<file path="src/rtl/enemy_fire_scheduler.sv">
// enemy_fire_scheduler
//   Chooses which living enemy fires next and which free bullet slot carries
//   the shot. After every shot (and after reset) a cooldown runs, then a
//   random candidate from a 16-bit Galois LFSR is tried. The shot is offered to
//   the bullet unit through a valid/ready handshake.
//
//   Optional feature macro: ENEMY_FIRE_SCAN_EN
//     defined   : a dead candidate starts a circular scan for the next alive
//                 enemy (one index per cycle, at most N_ENEMIES indices).
//     undefined : a dead candidate is simply retried next cycle with a fresh
//                 LFSR value.
//
// Ports
//   clk          system clock
//   reset        synchronous active-low reset
//   enable       game running; low pauses the cooldown and aborts a pick/scan
//   enemy_vivos  alive mask, bit i = enemy i alive
//   slot_busy    bullet slot in-flight mask
//   fire_ready   bullet unit accepts the shot
//   fire_valid   shot request pending (held until accepted)
//   fire_id      shooting enemy index
//   fire_slot    bullet slot to launch in
//   shot_count   accepted shots since reset, saturating at 255
module enemy_fire_scheduler #(
    parameter int          N_ENEMIES = 24,
    parameter int          N_SLOTS   = 3,
    parameter int          COOLDOWN  = 1000000,
    parameter logic [15:0] LFSR_SEED = 16'hACE1,
    localparam int         ID_W      = $clog2(N_ENEMIES),
    localparam int         SLOT_W    = (N_SLOTS > 1) ? $clog2(N_SLOTS) : 1
) (
    input  logic                 clk,
    input  logic                 reset,
    input  logic                 enable,
    input  logic [N_ENEMIES-1:0] enemy_vivos,
    input  logic [N_SLOTS-1:0]   slot_busy,
    input  logic                 fire_ready,
    output logic                 fire_valid,
    output logic [ID_W-1:0]      fire_id,
    output logic [SLOT_W-1:0]    fire_slot,
    output logic [7:0]           shot_count
);

    localparam int              CNT_W     = (COOLDOWN > 1) ? $clog2(COOLDOWN) : 1;
    localparam logic [CNT_W-1:0] CNT_INIT = CNT_W'(COOLDOWN - 1);
    localparam logic [CNT_W-1:0] CNT_ONE  = CNT_W'(1);
    localparam logic [ID_W:0]   N_EXT     = (ID_W + 1)'(N_ENEMIES);
    localparam logic [ID_W-1:0] N_LOW     = ID_W'(N_ENEMIES);
    localparam logic [15:0]     LFSR_MASK = 16'hB400;

    typedef enum logic [1:0] {
        S_COOL  = 2'd0,
        S_PICK  = 2'd1,
        S_SCAN  = 2'd2,
        S_ISSUE = 2'd3
    } state_t;

    state_t              state_q, state_d;
    logic [CNT_W-1:0]    cnt_q, cnt_d;
    logic [15:0]         lfsr_q, lfsr_d;
    logic                fire_valid_q, fire_valid_d;
    logic [ID_W-1:0]     fire_id_q, fire_id_d;
    logic [SLOT_W-1:0]   fire_slot_q, fire_slot_d;
    logic [7:0]          shot_cnt_q, shot_cnt_d;

    logic [ID_W-1:0]     cand_raw, cand;
    logic [SLOT_W-1:0]   free_slot;
    logic                any_free;

`ifdef ENEMY_FIRE_SCAN_EN
    localparam logic [ID_W-1:0] ID_LAST  = ID_W'(N_ENEMIES - 1);
    localparam logic [ID_W-1:0] ID_ONE   = ID_W'(1);
    localparam logic [ID_W:0]   SCAN_ONE = (ID_W + 1)'(1);

    logic [ID_W-1:0] scan_idx_q, scan_idx_d;
    logic [ID_W:0]   scan_left_q, scan_left_d;   // indices still to test

    function automatic logic [ID_W-1:0] next_id(input logic [ID_W-1:0] i);
        return (i == ID_LAST) ? '0 : i + ID_ONE;
    endfunction
`endif

    // Galois LFSR, free running in every state.
    assign lfsr_d = {1'b0, lfsr_q[15:1]} ^ (lfsr_q[0] ? LFSR_MASK : 16'h0000);

    // Low bits of the LFSR can exceed the enemy count (but stay below twice
    // it), so one conditional subtraction folds them back into range.
    always_comb begin
        cand_raw = lfsr_q[ID_W-1:0];
        cand     = ({1'b0, cand_raw} >= N_EXT) ? cand_raw - N_LOW : cand_raw;
    end

    // Lowest-index free slot: scan downwards so the lowest hit wins.
    always_comb begin
        free_slot = '0;
        for (int s = N_SLOTS - 1; s >= 0; s--) begin
            if (!slot_busy[s]) free_slot = SLOT_W'(s);
        end
        any_free = ~&slot_busy;
    end

    always_comb begin
        state_d      = state_q;
        cnt_d        = cnt_q;
        fire_valid_d = fire_valid_q;
        fire_id_d    = fire_id_q;
        fire_slot_d  = fire_slot_q;
        shot_cnt_d   = shot_cnt_q;
`ifdef ENEMY_FIRE_SCAN_EN
        scan_idx_d   = scan_idx_q;
        scan_left_d  = scan_left_q;
`endif
        case (state_q)
            S_COOL: begin
                if (enable) begin
                    if (cnt_q == '0) state_d = S_PICK;
                    else             cnt_d   = cnt_q - CNT_ONE;
                end
            end
            S_PICK: begin
                if (!enable || (enemy_vivos == '0)) begin
                    state_d = S_COOL;
                    cnt_d   = CNT_INIT;
                end else if (any_free) begin
                    // With every slot busy we stay here and retry next cycle.
                    fire_slot_d = free_slot;
                    if (enemy_vivos[cand]) begin
                        fire_id_d    = cand;
                        fire_valid_d = 1'b1;
                        state_d      = S_ISSUE;
                    end else begin
`ifdef ENEMY_FIRE_SCAN_EN
                        state_d     = S_SCAN;
                        scan_idx_d  = next_id(cand);
                        scan_left_d = N_EXT;
`endif
                    end
                end
            end
            S_SCAN: begin
`ifdef ENEMY_FIRE_SCAN_EN
                if (!enable) begin
                    state_d = S_COOL;
                    cnt_d   = CNT_INIT;
                end else if (enemy_vivos[scan_idx_q]) begin
                    fire_id_d    = scan_idx_q;
                    fire_valid_d = 1'b1;
                    state_d      = S_ISSUE;
                end else if (scan_left_q == SCAN_ONE) begin
                    // Whole ring tested without a hit (enemies died mid-scan).
                    state_d = S_COOL;
                    cnt_d   = CNT_INIT;
                end else begin
                    scan_idx_d  = next_id(scan_idx_q);
                    scan_left_d = scan_left_q - SCAN_ONE;
                end
`else
                state_d = S_COOL;
                cnt_d   = CNT_INIT;
`endif
            end
            S_ISSUE: begin
                // Neither enable nor the alive mask can retract a pending shot.
                if (fire_ready) begin
                    fire_valid_d = 1'b0;
                    if (shot_cnt_q != 8'hFF) shot_cnt_d = shot_cnt_q + 8'd1;
                    state_d = S_COOL;
                    cnt_d   = CNT_INIT;
                end
            end
            default: begin
                state_d = S_COOL;
                cnt_d   = CNT_INIT;
            end
        endcase
    end

    always_ff @(posedge clk) begin
        if (!reset) begin
            state_q      <= S_COOL;
            cnt_q        <= CNT_INIT;
            lfsr_q       <= LFSR_SEED;
            fire_valid_q <= 1'b0;
            fire_id_q    <= '0;
            fire_slot_q  <= '0;
            shot_cnt_q   <= 8'd0;
        end else begin
            state_q      <= state_d;
            cnt_q        <= cnt_d;
            lfsr_q       <= lfsr_d;
            fire_valid_q <= fire_valid_d;
            fire_id_q    <= fire_id_d;
            fire_slot_q  <= fire_slot_d;
            shot_cnt_q   <= shot_cnt_d;
        end
    end

`ifdef ENEMY_FIRE_SCAN_EN
    always_ff @(posedge clk) begin
        if (!reset) begin
            scan_idx_q  <= '0;
            scan_left_q <= '0;
        end else begin
            scan_idx_q  <= scan_idx_d;
            scan_left_q <= scan_left_d;
        end
    end
`endif

    assign fire_valid = fire_valid_q;
    assign fire_id    = fire_id_q;
    assign fire_slot  = fire_slot_q;
    assign shot_count = shot_cnt_q;

endmodule

</file>
<file path="config.mk">
export PLATFORM = sky130hd
export DESIGN_NAME = enemy_fire_scheduler
export DESIGN_NICKNAME = d
export VERILOG_FILES = /design/src/rtl/enemy_fire_scheduler.sv
export SDC_FILE = /design/constraint.sdc
export NUM_CORES = 1
export LEC_CHECK = 0
export CORE_ASPECT_RATIO = 0.6
export CORE_MARGIN = 3
export CORE_UTILIZATION = 40
export DETAILED_ROUTE_END_ITERATION = 12
export PLACE_DENSITY = 0.64
export SLEW_MARGIN = 30
export SYNTH_ARGS = -nofsm -noshare
export SYNTH_HDL_FRONTEND = slang
export SYNTH_SLANG_ARGS = --single-unit
</file>
<file path="constraint.sdc">
create_clock -name clk -period 5.52 [get_ports clk]
set_input_delay 1.656 -clock clk [delete_from_list [all_inputs] [get_ports clk]]
set_output_delay 1.656 -clock clk [all_outputs]
set_load 0.03 [all_outputs]
</file>
After elaboration in Yosys (flattened, before gate mapping) --
Cells that the tools add are included.
Storage, ports and cells: register bits 54, input bits 31, output and inout bits 16, word-level logic and storage cells 66
Operators by class: add/subtract/negate cells 3, magnitude comparators 2, equality and inequality tests 14, muxes and demuxes 24, bitwise operators 3, reduce and logical (&&, ||, !) cells 13
Operator list (count):
- $mux 20 | 4
- $pmux 20 s4 | 1
- $logic_not 24->1 | 1
- $logic_not 20->1 | 1
- $sub 20x1->20 const B | 1
- $mux 2 | 9
- $mux 16 | 1
- $ne 2x2->1 const B | 8
- $xor 15x16->16 | 1
- $reduce_and 5->1 | 2
- $reduce_and 3->1 | 3
- $add 8x1->8 const B | 1
- $ne 8x8->1 const B | 1
- $pmux 2 s4 | 1
- $reduce_and 4->1 | 2
- $lt 5x6->1 const B | 1
- $ne 3x3->1 const B | 2
- $bmux 1 s5 | 1
- $ge 5x5->1 const B | 1
- $mux 1 | 5
- $mux 5 | 1
- $sub 5x5->5 const B | 1
- $eq 2x2->1 const B | 2
- $eq 2x1->1 const B | 1
- other kinds (6) | 7

Depth between registers and ports, before layout --
word-level depth 8, gate-level depth with buffers 8, mapped depth without buffers 7

Worst setup path before layout --
No wires, ideal clock.
kind input to register, start point input enemy_vivos[12], end point register cnt_q[18], library setup time 136 ps, arrival 3078 ps, data required time 5384 ps, slack 2306 ps, stages on the path 7, path buffers 2, path through nor4_1 > nand4_1 > o211a_1 > clkbuf_1 > clkbuf_1 > o31ai_1 > nand3_1
Between the ends: cells in the longest elaborated chain, start to end 4
Ends and longest elaborated chain:
- from (decl) | line 35 | input logic [N_ENEMIES-1:0] enemy_vivos,
- $logic_not 24->1 | line 121 | if (!enable || (enemy_vivos == '0)) begin
- $logic_or 1x1->1 | line 121
- $ne 2x2->1 (no line)
- $reduce_and 4->1 (no line)
- to (signal assigned) | line 189 | cnt_q <= cnt_d;
- to (decl) | line 59 | logic [CNT_W-1:0] cnt_q, cnt_d;
Every way passes these cells. A chain may end at the register's enable or synchronous reset.

Worst setup path after layout --
start point input enemy_vivos[13], end point register cnt_q[8]
Same word-level chain as after synthesis.

==> results.json <==
{
  "status": "finished clean",
  "ys_seq_elements": 54,
  "post_drt_wl_per_cell_um": 14.7,
  "tritoncts": "built",
  "postSynth.asyncResetShare": 0,
  "gpl.final_weighted_congestion": 0.778,
  "htree_num_levels": 2,
  "synth-seq-area-share": 0.409,
  "synth_enable_flop_cells": 0,
  "drt_drc_violations_left": 0,
  "clockBufferDepth": 2,
  "placementRows": 22,
  "cp_data_arrival_time_ns": 4.09,
  "timing.final.max_slew_violations": 0,
  "grt_pass1_vias": 2168,
  "power_per_cell_area_nw_per_um2": 225,
  "timing.critical_path.from_type": "input port",
  "worst_ep_required_time_ns": 5.70,
  "min_path_type": "register to register",
  "post_synth.cell_area_avg_um2": 9.24,
  "place_hpwl_mm": 4.44,
  "top_usage_layer": "met2",
  "first_pass_iteration_count_of_the_detailed_router": 4,
  "route.detailed.vias_per_inst": 5.50,
  "n_antenna_cell": 0,
  "global_route.overflow_total": 0,
  "timing.critical_path.max_delay_family": "simple AND/OR/NAND/NOR gates",
  "postRouteWirelength_mm": 6.04,
  "worstSetupPathType": "input port to register",
  "route.antenna.remaining_nets": 0,
  "synth_top_cells_by_area": "sky130_fd_sc_hd__dfxtp_1 (41%), sky130_fd_sc_hd__mux4_2 (5.1%), sky130_fd_sc_hd__mux2i_1 (4.9%)",
  "yosysTopAreaCellShare": 0.409,
  "globalRouteTotalUtil": 0.166,
  "timing.max_slew.rel_slack": 0.421,
  "layout_cells_sized_above_1": 0.0703,
  "fmax_mhz": 256,
  "post-route-min-period_ns": 3.90,
  "nets": 360,
  "buffer_type_at_the_clock_tree_root": "sky130_fd_sc_hd__clkbuf_8",
  "crit_path_top_delay_cell": "sky130_fd_sc_hd__o211ai_1",
  "hold_viol": 0,
  "synth.distinct_cells": 43,
  "yosys_warnings": 0,
  "power.leakage_nw": 1.14,
  "initial_utilization": 0.423,
  "cpPeakStageDelay_ns": 0.70,
  "finalSetupTns_ns": 0,
  "skew_ns": 0.00579,
  "io_buffer_count": 46,
  "globalRouteMet2Util": 0.245,
  "worst_pin_slew_ns": 0.861,
  "cp_max_fo": 13,
  "grt_setup_unrepaired": "no",
  "peakVddDrop_v": 0.000112,
  "core_um2": 6250,
  "drv.max_cap_violation_count": 0,
  "timing.critical_path.to_type": "register",
  "postCtsHoldBufs": 0,
  "totalPowerFinal_mw": 0.740,
  "grt.met3_usage": 0.0462,
  "grt_max_degree": 35,
  "global_route.usage.met1": 0.241,
  "synth.net_count": 320,
  "synth_largest_area_cell": "sky130_fd_sc_hd__dfxtp_1",
  "die_width_um": 111,
  "synthesis.area_um2": 2640,
  "period_share": 0.707,
  "clock_sinks": 54,
  "io-pin-count": 47,
  "worst_setup_hold_path_clk_slew_ns": 0.09,
  "grt_first_pass_wirelength_mm": 10.1,
  "timing.final.setup_violations": 0,
  "area_added_between_synthesis_and_finish_pct": 24.3,
  "worst-path-buf-inv": 1,
  "dr.first_iter.drc_count": 135,
  "synthFlopType": "sky130_fd_sc_hd__dfxtp_1",
  "routed-via-count": 2259,
  "clock_insertion_delay_worst_skew_ns": 0.31,
  "post_cts_buffers": 0,
  "crit_chain": "clkdlybuf4s50_1, nor4_1, nand4_1, o211ai_1, nand2_1, a21boi_0",
  "numCtsBuffers": 5,
  "floorplan_die_area_um2": 7650,
  "die_h_um": 68.9,
  "grt_antenna_before_repair": 0,
  "cts_resized": 0,
  "syn-instance-count": 286
}
[path summary, 6_finish.rpt]
check	start	cells past startpoint	slack (ns)	to
min reg2reg	lfsr_q[12]	1	0.41	lfsr_q[11]
max reg2reg	cnt_q[2]	6	2.54	cnt_q[19]
min	lfsr_q[12]	1	0.41	lfsr_q[11]
max	enemy_vivos[13]	6	1.62	cnt_q[8]
[synth_stat cells (8+ instances only)]
| cell type | instances |
|---|---|
| sky130_fd_sc_hd__and2_1 | 8 |
| sky130_fd_sc_hd__xnor2_1 | 8 |
| sky130_fd_sc_hd__nand3_1 | 13 |
| sky130_fd_sc_hd__or4_1 | 13 |
| sky130_fd_sc_hd__inv_1 | 8 |
| sky130_fd_sc_hd__dfxtp_1 | 54 |
| sky130_fd_sc_hd__nor4_1 | 18 |
| sky130_fd_sc_hd__clkbuf_1 | 12 |
| sky130_fd_sc_hd__o31ai_1 | 13 |
| sky130_fd_sc_hd__nand2b_1 | 8 |
| sky130_fd_sc_hd__nor2_1 | 13 |
| sky130_fd_sc_hd__mux2i_1 | 13 |
| sky130_fd_sc_hd__nand2_1 | 18 |
| sky130_fd_sc_hd__o21ai_0 | 10 |
[layout make-up]
class / instances / area (um^2)
Timing Repair Buffer: 48 / 475
Fill cell: 569 / 2970
Clock buffer: 6 / 72.6
Tap cell: 84 / 105
Inverter: 8 / 30.0
Multi-Input combinational cell: 209 / 1480
Clock inverter: 2 / 37.5
Sequential cell: 54 / 1080
[registers in the layout, summed over array words and instances, names as in the netlist]
| signal | cells |
|---|---|
| cnt_q | 20 |
| fire_id | 5 |
| fire_slot | 2 |
| fire_valid | 1 |
| lfsr_q | 16 |
| shot_count | 8 |
| state_q | 2 |
[cell usage in the layout (no fill, tap or decap), types with 6 or more instances in the layout]
cell,Yosys,routed
sky130_fd_sc_hd__nand3_1,13,13
sky130_fd_sc_hd__inv_1,8,8
sky130_fd_sc_hd__nor2_1,13,13
sky130_fd_sc_hd__o21ai_0,10,10
sky130_fd_sc_hd__or4_1,13,13
sky130_fd_sc_hd__or3_1,7,7
sky130_fd_sc_hd__clkdlybuf4s50_1,0,46
sky130_fd_sc_hd__a21oi_1,7,7
sky130_fd_sc_hd__o31ai_1,13,13
sky130_fd_sc_hd__and2_1,8,8
sky130_fd_sc_hd__xnor2_1,8,8
sky130_fd_sc_hd__dfxtp_1,54,54
sky130_fd_sc_hd__mux2i_1,13,13
sky130_fd_sc_hd__nor4_1,18,18
sky130_fd_sc_hd__nand2_1,18,18
sky130_fd_sc_hd__mux4_2,6,6
sky130_fd_sc_hd__nand2b_1,8,8
[routing by layer]
| layer | up-vias | wire length, um |
|---|---|---|
| li1 | 1147 | - |
| met4 | 0 | 30 |
| met2 | 62 | 2420 |
| met1 | 1045 | 3220 |
| met5 | - | 0 |
| met3 | 5 | 375 |
[worst reg2reg max path, delay by kind of cell, from the launching register on]
kind | cells | cell delay, ns
AND/OR/NAND/NOR | 3 | 1.26
multiplexers | 1 | 0.16
buffers and inverters | 1 | 0.29
flip-flops | 1 | 0.37
AO/OA/AOI/OAI | 1 | 0.80
[cell families after synthesis]
logic type               synth area share
AO/OA/AOI/OAI                       0.137
XOR/XNOR                           0.0332
adder cells (fa/ha/maj)            0.0142
buffers and inverters              0.0341
flip-flops                          0.409
multiplexers                        0.100
AND/OR/NAND/NOR                     0.271
[metrics by stage]
step                      hold WS, ns  cells  setup slack (ns)   util  cell area [um^2]
final                           0.414    411              1.62  0.525              3280
after global routing            0.455    411              1.35  0.525              3280
after CTS                       0.415    411              1.69  0.524              3270
after detailed placement        0.391    403              1.36  0.506              3160
after global placement          0.389    403              1.44  0.506              3160
after floorplan                 0.386    286              2.31      -              2640
[power by group]
group          switching, mW  internal [mW]
Combinational         0.0287         0.0404
Clock                  0.129          0.135
Sequential           0.00761          0.399
Total                  0.165          0.575
Note: power is estimated with default switching activity, not from simulation.
